### config.mk
export PLATFORM = sky130hd
export DESIGN_NAME = instr_sequencer
export DESIGN_NICKNAME = d
export VERILOG_FILES = /design/src/rtl/instr_sequencer.sv
export SDC_FILE = /design/constraint.sdc
export NUM_CORES = 1
export LEC_CHECK = 0
export CORE_MARGIN = 2
export CORE_UTILIZATION = 47
export CTS_CLUSTER_DIAMETER = 200
export DETAILED_ROUTE_END_ITERATION = 7
export GPL_TIMING_DRIVEN = 0
export PLACE_DENSITY = 0.76
export SLEW_MARGIN = 15
export SYNTH_ARGS = -nofsm -noshare
export SYNTH_HDL_FRONTEND = slang
export SYNTH_SLANG_ARGS = --single-unit
export TNS_END_PERCENT = 5
### constraint.sdc
create_clock -name clk -period 1.9 [get_ports clk]
set_input_delay 0.57 -clock clk [delete_from_list [all_inputs] [get_ports clk]]
set_output_delay 0.57 -clock clk [all_outputs]
set_load 0.02 [all_outputs]
### src/rtl/instr_sequencer.sv
// rtl/instr_sequencer.sv - multi-cycle instruction sequencer with fetch/decode/exec/mem/wb control
module instr_sequencer (
    input  logic        clk,
    input  logic        rst_n,
    input  logic        start,
    input  logic [8:0]  instr,
    input  logic        alu_zero,
    input  logic        mem_ack,
    output logic [8:0]  ir,
    output logic [1:0]  op2_sel,
    output logic        reg_we,
    output logic        wb_sel,
    output logic        mem_req,
    output logic        mem_we,
    output logic        pc_inc,
    output logic        pc_branch,
    output logic        busy,
    output logic        done,
    output logic [15:0] retired
);

    typedef enum logic [2:0] {
        S_IDLE,
        S_FETCH,
        S_DECODE,
        S_EXEC,
        S_MEM,
        S_WB,
        S_HALT
    } state_t;

    state_t state;
    state_t state_nx;

    logic       is_sys;
    logic       is_ld;
    logic       is_st;
    logic       is_brz;
    logic       is_halt;
    logic [1:0] op2_dec;
    logic       clear_ret;
    logic       halt_enter;

    // Instruction class decode from the latched word; system sub-ops live in ir[5:3].
    assign is_sys  = (ir[8:6] == 3'b111);
    assign is_ld   = is_sys && (ir[5:3] == 3'b000);
    assign is_st   = is_sys && (ir[5:3] == 3'b001);
    assign is_brz  = is_sys && (ir[5:3] == 3'b010);
    assign is_halt = is_sys && (ir[5:3] == 3'b111);

    // Operand-2 source per class; the system class never uses operand 2.
    always_comb begin
        op2_dec = 2'b00;
        if (!ir[8]) begin
            op2_dec = 2'b11;
        end else begin
            case (ir[7:6])
                2'b00:   op2_dec = 2'b00;
                2'b01:   op2_dec = 2'b10;
                2'b10:   op2_dec = 2'b01;
                default: op2_dec = 2'b00;
            endcase
        end
    end

    // State register; reset forces IDLE so every strobe drops immediately.
    always_ff @(posedge clk or negedge rst_n) begin
        if (!rst_n) begin
            state <= S_IDLE;
        end else begin
            state <= state_nx;
        end
    end

    // Next-state and output decode; only alu_zero (EXEC) and mem_ack (MEM) reach outputs directly.
    always_comb begin
        state_nx   = state;
        op2_sel    = 2'b00;
        reg_we     = 1'b0;
        wb_sel     = 1'b0;
        mem_req    = 1'b0;
        mem_we     = 1'b0;
        pc_inc     = 1'b0;
        pc_branch  = 1'b0;
        busy       = 1'b0;
        done       = 1'b0;
        clear_ret  = 1'b0;
        halt_enter = 1'b0;
        case (state)
            S_IDLE: begin
                if (start) begin
                    state_nx  = S_FETCH;
                    clear_ret = 1'b1;
                end
            end
            S_FETCH: begin
                busy     = 1'b1;
                state_nx = S_DECODE;
            end
            S_DECODE: begin
                busy     = 1'b1;
                op2_sel  = op2_dec;
                state_nx = S_EXEC;
            end
            S_EXEC: begin
                busy    = 1'b1;
                op2_sel = op2_dec;
                if (!is_sys) begin
                    state_nx = S_WB;
                end else if (is_ld || is_st) begin
                    state_nx = S_MEM;
                end else if (is_halt) begin
                    state_nx   = S_HALT;
                    halt_enter = 1'b1;
                end else begin
                    state_nx = S_FETCH;
                    if (is_brz && alu_zero) begin
                        pc_branch = 1'b1;
                    end else begin
                        pc_inc = 1'b1;
                    end
                end
            end
            S_MEM: begin
                busy    = 1'b1;
                mem_req = 1'b1;
                mem_we  = is_st;
                if (mem_ack) begin
                    if (is_st) begin
                        state_nx = S_FETCH;
                        pc_inc   = 1'b1;
                    end else begin
                        state_nx = S_WB;
                    end
                end
            end
            S_WB: begin
                busy     = 1'b1;
                op2_sel  = op2_dec;
                reg_we   = 1'b1;
                wb_sel   = is_ld;
                pc_inc   = 1'b1;
                state_nx = S_FETCH;
            end
            S_HALT: begin
                done = 1'b1;
                if (start) begin
                    state_nx  = S_FETCH;
                    clear_ret = 1'b1;
                end
            end
            default: begin
                state_nx = S_IDLE;
            end
        endcase
    end

    // Instruction register loads only at the end of FETCH.
    always_ff @(posedge clk or negedge rst_n) begin
        if (!rst_n) begin
            ir <= 9'h000;
        end else if (state == S_FETCH) begin
            ir <= instr;
        end
    end

    // Retired counter: one per PC advance and one for the halting instruction, wrapping at 16 bits.
    always_ff @(posedge clk or negedge rst_n) begin
        if (!rst_n) begin
            retired <= 16'h0000;
        end else if (clear_ret) begin
            retired <= 16'h0000;
        end else if (pc_inc || pc_branch || halt_enter) begin
            retired <= retired + 16'h0001;
        end
    end

endmodule

==> results of run 1 <==
-- where the power goes --
| part | total, mW | internal (mW) | switching (mW) |
|---|---|---|---|
| Clock | 0.394 | 0.213 | 0.181 |
| Sequential | 0.968 | 0.768 | 0.199 |
| Combinational | 1.75 | 0.839 | 0.913 |
| Total | 3.11 | 1.82 | 1.29 |
-- per-layer routing --
metal / part of all wire / vias up / GRT usage
met1: 0.45 / 736 / 0.267
met5: 0 / - / 0
met2: 0.49 / 44 / 0.344
met4: 0.0095 / 0 / 0.0399
met3: 0.050 / 6 / 0.0405
li1: - / 755 / -
-- layout make-up --
cell class / count / area, um^2
clock buffers: 3 / 22.5
clock inverters: 1 / 30.0
well taps: 46 / 57.6
fillers: 302 / 1040
multi-input cells: 136 / 975
plain buffers: 11 / 96.3
flip-flops and latches: 28 / 706
inverters: 1 / 3.75
repair buffers: 56 / 487
-- worst max-delay path by stage --
stage                     slack, ns     end
final                         -0.38  pc_inc
after global routing          -0.47  pc_inc
after CTS                     -0.36  pc_inc
after detailed placement      -0.89  pc_inc
after global placement        -0.89  pc_inc
after floorplan               -0.11  wb_sel
-- critical path: stages (launching register included) --
cell and delay [ns]:
dfrtp_1 0.43, buf_6 0.14, nand3b_4 0.18, or4_4 0.43, o21ai_2 0.08, buf_6 0.13
-- what timing repair did --
item	in CTS	in global routing
buffers inserted	7	1
hold buffers	0	0
endpoints found under the setup margin	37	25
gates resized for setup	87	9
pin swaps	2	0
-- cell families (layout without fill, tap and decap cells) --
logic type / count (synthesis) / in the layout / share of synthesized area
AND/OR/NAND/NOR: 79 / 79 / 0.267
multiplexers: 23 / 23 / 0.142
buffers and inverters: 12 / 72 / 0.0485
flip-flops: 28 / 28 / 0.411
AO/OA/AOI/OAI: 33 / 33 / 0.124
adder cells (fa/ha/maj): 1 / 1 / 0.00735
-- cells in the final DEF, fill, tap and decap left out, types with 4 or more instances in the layout --
cell type / count
a211oi_1: 5
buf_6: 6
mux2_2: 9
o21ai_0: 4
buf_2: 7
nand2_1: 23
dfrtp_1: 24
nand2b_1: 12
and3_1: 7
dfrtp_2: 4
nand4_1: 6
clkdlybuf4s50_1: 11
clkbuf_4: 4
buf_4: 13
mux2i_1: 14
dlygate4sd2_1: 26
a21oi_1: 10
nand3_1: 5
nor2_1: 4
-- stage by stage --
stage / util / cells
final: 0.696 / 282
after global routing: 0.696 / 282
after global placement: 0.657 / 270
after CTS: 0.682 / 281
after detailed placement: 0.656 / 270
after floorplan: - / 176
-- registers in the layout, indices dropped and copies added, names as in the netlist --
name and cells:
state 3, ir 9, retired 16
==> results.py, run 1 <==
metrics = {
    "sta": {
        "worstMarginPinSlew_ns": 0.625,
        "max_freq_mhz": 439,
        "max_slew_margin": 0.584,
        "fin_ws_ns": -0.379,
        "fin_crit_sh": 1.20,
        "fin_hold_ws_ns": 0.223,
        "drv_slew": 0,
        "period_needed_ns": 2.28,
        "hold_violations": 0,
        "finClkSkew_ns": 0.00781,
        "grt_setup_unrepaired": "true",
        "finalSetupViolations": 9,
        "setup_tns_ns": -1.54,
    },
    "floorplanning": {
        "ios": 49,
        "die_h_um": 64.2,
        "rows": 21,
        "fp.dieW_um": 64.2,
        "core_area_um2": 3420,
        "start_util": 0.499,
        "die_area_um2": 4120,
    },
    "global_routing": {
        "grt_pass1_wl_mm": 6.60,
        "grt_usage": 0.202,
        "grt_max_degree": 29,
        "grt_pass1_vias": 1438,
        "antenna_found_initial": 0,
        "grt-ovfl-total": 0,
    },
    "detailed_routing": {
        "drtIter0Drc": 70,
        "via_count": 1541,
        "drc_errors": 0,
        "wl_per_cell_um": 14.5,
        "routed_wl_mm": 4.08,
        "first_pass_iters": 4,
        "vias_per_cell": 5.46,
        "ant_nets": 0,
    },
    "finish": {
        "diodes": 0,
        "area_growth_syn_to_layout_pct": 39.6,
        "drive_above_1_share": 0.263,
        "finalNetCount": 252,
        "design_area_um2": 2380,
    },
    "worst_setup_path": {
        "worstRegToRegCells": 5,
        "cp.arrival_ns": 1.71,
        "crit_type": "reg -> out",
        "end_kind": "primary output",
        "crit_start": "state[2]",
        "required_ns": 1.33,
        "rr_startpoint": "ir[5]",
        "cp-start-kind": "flop",
        "cp_max_fo": 4,
        "rrSetupSlack_ns": -0.03,
        "r2r-end": "retired[3]",
    },
    "placement": {
        "dp_hpwl_mm": 2.93,
        "dp_slack_ns": -0.887,
        "gp_congestion": 0.836,
        "placed_area_um2": 2240,
        "io_buffers": 48,
    },
    "clock_tree": {
        "cts.sinks": 28,
        "clockBufferDepth": 2,
        "numCtsBuffers": 3,
        "clock_tree.root_cell": "clkbuf_4",
        "tritoncts": "done",
        "ctsHtreeMaxLevel": 1,
        "clk_latency_ns": 0.33,
        "clk_pin_slew_worst_paths_ns": 0.16,
    },
    "synthesis": {
        "synthTopCellsByCount": "28 x dfrtp_1, 23 x nand2_1, 14 x mux2i_1, 14 x nand2b_1, 10 x a21oi_1",
        "synth_edf_count": 0,
        "synth_flop_cell": "dfrtp_1",
        "synth-seq-cells": 28,
        "ys_types": 39,
        "synth_area_leaders": "dfrtp_1 41%, mux2i_1 8.2%, mux2_2 6.0%",
        "ys_seq_area_frac": 0.411,
        "synth_top_area_frac": 0.411,
        "synthesis.nets": 191,
        "syn-cell-area_um2": 1700,
        "syn_avg_cell_area_um2": 9.68,
        "yosysMostFrequentCell": "dfrtp_1",
        "synth.largest_area_cell": "dfrtp_1",
        "synthCells": 176,
        "async_reset_ff_frac": 1.00,
        "yosysWarnings": 0,
    },
    "power_and_ir_drop": {
        "irDropWorstVdd_mv": 0.947,
        "p_total_mw": 3.11,
        "power.leakage_nw": 1.09,
        "p_per_area_nw_per_um2": 1310,
    },
    "job": {
        "max_cap_viol_count": 0,
    },
    "hold_path": {
        "hp-class": "in -> async",
    },
    "run_status": {
        "outcome": "finished, violations left",
        "failed_checks": "setup timing",
    },
}
(Power assumes the default switching activity.)
==> run 2, diff against run 1 <==
--- a/config.mk
+++ b/config.mk
@@ -10,7 +10,7 @@
 export CTS_CLUSTER_DIAMETER = 200
 export DETAILED_ROUTE_END_ITERATION = 7
 export GPL_TIMING_DRIVEN = 0
-export PLACE_DENSITY = 0.76
+export PLACE_DENSITY = 0.89
 export SLEW_MARGIN = 15
 export SYNTH_ARGS = -nofsm -noshare
 export SYNTH_HDL_FRONTEND = slang
==> results.py, run 2 (synthesized netlist as in run 1, its figures left out) <==
metrics = {
    "run_status": {
        "outcome": "finished, violations left",
        "failed_checks": "setup timing",
    },
    "finish": {
        "final_cells": 286,
        "largest_register": "retired",
        "top_regs": "retired (16), ir (9), state (3)",
        "largest_reg_flops": 16,
        "area_growth_syn_to_layout_pct": 40.7,
        "regArea_um2": 707,
        "layout_commonest_cell": "dlygate4sd2_1",
        "finalNetCount": 256,
        "drive_above_1_share": 0.313,
        "final_cell_mix": "25 x dlygate4sd2_1, 23 x nand2_1, 23 x dfrtp_1",
        "diodes": 0,
        "multi_input_area_um2": 992,
        "fillCellCount": 264,
    },
    "detailed_routing": {
        "drc_errors": 0,
        "wl_per_cell_um": 15.2,
        "routed_wl_mm": 4.36,
        "ant_nets": 0,
        "first_pass_iters": 4,
        "via_count": 1576,
        "vias_per_cell": 5.51,
        "drtIter0Drc": 55,
    },
    "floorplanning": {
        "rows": 21,
        "ios": 49,
        "die_h_um": 64.2,
        "die_area_um2": 4120,
        "start_util": 0.499,
        "core_area_um2": 3420,
        "fp.dieW_um": 64.2,
    },
    "placement": {
        "dp_slack_ns": -0.888,
        "gp_congestion": 0.854,
        "dp.cells": 270,
        "io_buffers": 48,
        "dp_hpwl_mm": 2.90,
    },
    "clock_tree": {
        "cts.sinks": 28,
        "clockBufferDepth": 2,
        "clk_latency_ns": 0.35,
        "clk_pin_slew_worst_paths_ns": 0.16,
        "numCtsBuffers": 3,
        "cts_hold_buf": 0,
        "tritoncts": "done",
        "clock_tree.root_cell": "clkbuf_4",
        "ctsHtreeMaxLevel": 1,
    },
    "power_and_ir_drop": {
        "swShare": 0.432,
        "p_per_area_nw_per_um2": 1300,
        "p_clk_frac": 0.099,
        "pwr-share-seq": 0.315,
        "comb_power_share": 0.586,
        "power.leakage_nw": 1.08,
        "irDropWorstVdd_mv": 1.01,
        "p_switching_mw": 1.35,
        "p_int_mw": 1.77,
    },
    "job": {
        "max_cap_viol_count": 0,
    },
    "sta": {
        "max_freq_mhz": 432,
        "max_slew_margin": 0.587,
        "hold_violations": 0,
        "period_needed_ns": 2.32,
        "fin_ws_ns": -0.417,
        "finClkSkew_ns": 0.00733,
        "grt_setup_unrepaired": "true",
        "drv_slew": 0,
        "worstMarginPinSlew_ns": 0.620,
        "fin_crit_sh": 1.22,
        "finalSetupViolations": 11,
        "setup_tns_ns": -1.88,
    },
    "worst_setup_path": {
        "cp_max_fo": 5,
        "crit_type": "reg -> out",
        "rrSetupSlack_ns": -0.02,
        "end_kind": "primary output",
        "crit_start": "ir[6]",
        "cp-start-kind": "flop",
        "r2r-end": "retired[13]",
        "worstRegToRegCells": 7,
        "cp.arrival_ns": 1.75,
        "rr_startpoint": "state[2]",
        "cp-endpoint": "pc_inc",
        "required_ns": 1.33,
    },
    "global_routing": {
        "grt-ovfl-total": 0,
        "grt_max_degree": 29,
        "grt_usage": 0.216,
        "antenna_found_initial": 0,
        "grt_pass1_vias": 1507,
        "grt_pass1_wl_mm": 7.01,
    },
    "hold_path": {
        "hp-class": "in -> async",
    },
}
run 2: changes by cell type in the layout (fill, tap and decap cells not counted), moves of 2 or more:
cell      change
buf_4         +7
a21oi_1       -6
a21oi_2       +6
a21boi_0      -2
a21boi_1      +2
run 2: routing by layer:
metal | vias to the layer above | wire, um | track usage | part of all wire
met5 | - | 0 | 0 | 0
met4 | 0 | 104 | 0.106 | 0.024
met3 | 10 | 186 | 0.0282 | 0.043
met2 | 42 | 2120 | 0.341 | 0.49
met1 | 764 | 1950 | 0.293 | 0.45
li1 | 760 | - | - | -
run 2: how the worst min path moves through the flow:
stage | startpoint | to | slack [ns] | cells past startpoint
final | rst_n | retired[8] | 0.20 | 1
after global routing | rst_n | retired[3] | 0.25 | 1
after CTS | rst_n | retired[7] | 0.23 | 1
after detailed placement | retired[5] | retired[5] | 0.50 | 1
after global placement | retired[5] | retired[5] | 0.49 | 1
after floorplan | rst_n | ir[0] | 0.27 | 0
run 2: layout make-up:
| class | count | share of cell area |
|---|---|---|
| clock buffer | 4 | 0.0151 |
| inverter | 1 | 0.00157 |
| tap | 46 | 0.0240 |
| multi-input combinational | 136 | 0.414 |
| buffer | 11 | 0.0402 |
| sequential | 28 | 0.295 |
| timing repair buffer | 60 | 0.210 |
run 2: critical path, cell delays in order, from the launching register on:
cell	delay (ns)
dfrtp_1	0.47
nand3_2	0.16
or4_4	0.57
o21ai_2	0.08
buf_6	0.13
run 2: timing repair:
| action | in CTS | in global routing |
|---|---|---|
| setup endpoints to repair | 35 | 25 |
| pin swaps | 4 | 2 |
| gates resized for setup | 89 | 18 |
| buffers inserted | 11 | 1 |
run 2: power groups by stage:
stage	registers (mW)	clock network [mW]	logic, mW
CTS	0.955	0.311	1.74
finish	0.981	0.309	1.83
detailed placement	0.989	0	1.59
global route	1.01	0.337	1.95
global placement	0.976	0	1.56
floorplan	1.10	0	0.857
run 2: through the flow:
stage / hold slack [ns] / total power [mW] / instance area (um^2) / util
final: 0.199 / 3.12 / 2400 / 0.701
after global placement: 0.486 / 2.54 / 2240 / 0.657
after detailed placement: 0.497 / 2.58 / 2240 / 0.656
after CTS: 0.231 / 3.01 / 2350 / 0.689
after global routing: 0.253 / 3.30 / 2400 / 0.701
after floorplan: 0.274 / 1.96 / 1710 / -
==> patch (settings of run 1) <==
The 7 states of `state_t` get a one-hot encoding in 7 bits.
--- a/src/rtl/instr_sequencer.sv
+++ b/src/rtl/instr_sequencer.sv
@@ -19,14 +19,14 @@
     output logic [15:0] retired
 );
 
-    typedef enum logic [2:0] {
-        S_IDLE,
-        S_FETCH,
-        S_DECODE,
-        S_EXEC,
-        S_MEM,
-        S_WB,
-        S_HALT
+    typedef enum logic [6:0] {
+        S_IDLE   = 7'b0000001,
+        S_FETCH  = 7'b0000010,
+        S_DECODE = 7'b0000100,
+        S_EXEC   = 7'b0001000,
+        S_MEM    = 7'b0010000,
+        S_WB     = 7'b0100000,
+        S_HALT   = 7'b1000000
     } state_t;
 
     state_t state;
Check against the original RTL: same outputs for any inputs over 10 cycles, from zero or initial values and one cycle with rst_n low; not proved beyond that.
==> patch against run 1 <==
- area after synthesis rose by 9.6%
- synthesized cell count rose by 11%
- utilization rose by 8.3 points
- largest power group unchanged
- setup slack got worse by 0.17 ns
- sequential cell count rose by 4
- wire length rose by 34%
- power rose by 2.5%
- critical path type unchanged
- the flow still finishes with violations (setup timing)
- combinational power fell by 9%
- final area rose by 23%
==> patch: results (changes against run 1) <==
Met1 usage: 34.7% (+8.0 points). The actual slew at the worst max-slew pin was 0.728 ns (+0.103 ns); the critical path data arrival time was 1.88 ns (+0.17 ns). The via count of the first global-routing pass came out at 1740 (+21%). The final reports fail on setup timing.

CTS placed an instance of sky130_fd_sc_hd__clkbuf_8 at the clock tree root. The detailed placement HPWL is 3160 µm (+8.0%), and the number of DRC markers in iteration 0 is 121 (+73%). The logs give 255 (-16%) for the count of filler cells inserted in the layout and 46 (+18%) for the distinct cell type count of the synthesized netlist. The tools report the setup total negative slack as -8.42 ns (-6.89 ns). The pre-CTS setup slack came out at -0.925 ns (-0.0378 ns). The final instance count without filler cells was 318 (+13%). The logs give 7.77% (+3.7 points) for the met3 track utilization from global routing and 33 (+14%) for the pin count of the biggest net entering global routing. The flop-to-flop setup slack was -0.31 ns (-0.28 ns); the setup slack of the critical path after layout was -0.547 ns (-0.168 ns). Share of layout cells above drive strength 1: 33.0% (+6.7 points). The delay contributed by the slowest stage of the critical path is 0.37 ns (-0.06 ns), and the net switching power figure is 0.00125 W (-3.1%). For the setup violation total in the final timing report, the log shows 37 (+28).

First-pass GRT wire length: 8560 µm (+30%). The overall track demand over capacity in global routing was 26.2% (+6.0 points); the worst reg-to-reg path cell count was 8 (+3). The largest fanout on the critical path is 9 (+5). The run finished, with violations left. For the met2 track utilization from global routing, the log shows 38.4% (+4.0 points). In this run the critical register-to-register path is launched from state[2]. For the post-synthesis sequential area ratio, the log shows 43.0% (+1.8 points). Ranked by instance count, the synthesized netlist is headed by 31 x sky130_fd_sc_hd__dfrtp_1, 16 x sky130_fd_sc_hd__a21oi_1, 13 x sky130_fd_sc_hd__o21ai_0. The largest registers in the layout are retired (16), ir (9), state (7). The number of instances in the placed design came out at 292 (+8.1%). After synthesis, the cell types taking the most area are sky130_fd_sc_hd__dfrtp_1 42%, sky130_fd_sc_hd__mux2_2 5.4%, sky130_fd_sc_hd__a21oi_1 4.3%. The average cell area after synthesis was 9.52 µm² (-1.6%).

The leakage power total was 1.36 nW (+25%).
-- patch: cell count changes after synthesis, sizes merged, moves of 4 or more --
cell,change
clkbuf,+6
nand2b,-10
or4,+5
mux2i,-13
o31ai,+4
or3,+9
nand2,-15
nor2,+7
inv,+7
a211oi,-5
o21ai,+8
nand4b,+4
-- patch: power by group through the flow --
| stage | Clock [W] | Combinational [W] | Sequential (W) |
|---|---|---|---|
| after global routing | 0.000592 | 0.00170 | 0.00107 |
| after detailed placement | 0 | 0.00122 | 0.00100 |
| final | 0.000548 | 0.00160 | 0.00104 |
| after floorplan | 0 | 0.000695 | 0.00110 |
| after global placement | 0 | 0.00121 | 0.000997 |
| after CTS | 0.000556 | 0.00150 | 0.00101 |
-- patch: metrics by stage --
step,hold slack (ns),area (µm²)
after global placement,0.488,2470
after detailed placement,0.497,2460
after floorplan,0.274,1930
after CTS,0.358,2780
final,0.339,2920
after global routing,0.387,2920
-- patch: layout make-up --
class | instances | share of cell area, %
repair buffers | 70 | 22.4
clock buffers | 8 | 3.09
inverters | 8 | 1.03
plain buffers | 12 | 3.73
flip-flops and latches | 32 | 27.8
multi-input cells | 140 | 39.9
well taps | 48 | 2.06
-- patch: how the worst min path moves through the flow --
stage,slack [ns],to,cells past startpoint,startpoint
2_1_floorplan,0.27,ir[0],0,rst_n
3_3_place_gp,0.49,ir[0],1,ir[0]
3_5_place_dp,0.50,ir[2],1,ir[2]
4_1_cts,0.36,state[3],1,rst_n
5_1_grt,0.39,state[4],1,rst_n
6_report,0.34,state[4],1,rst_n
-- patch: repair_timing --
action / 4_1_cts / 5_1_grt
pin swaps: 10 / 22
resized for setup: 93 / 37
buffers inserted: 17 / 5
setup endpoints to repair: 46 / 49
-- patch: cells by family (layout without fill, tap and decap cells) --
group,after synthesis,after routing,share of synthesized area [%]
simple gates,82,82,28.4
compound gates,44,44,14.3
mux,10,10,5.97
flops,32,32,43.0
xor+xnor,3,3,1.41
fa+ha+maj,1,1,0.670
buf+inv,24,98,6.23
-- patch: per-layer routing --
metal | part of all wire, % | vias up
met5 | 0 | -
met4 | 2.5 | 0
met3 | 6.8 | 15
met2 | 49 | 82
met1 | 41 | 934
li1 | - | 883
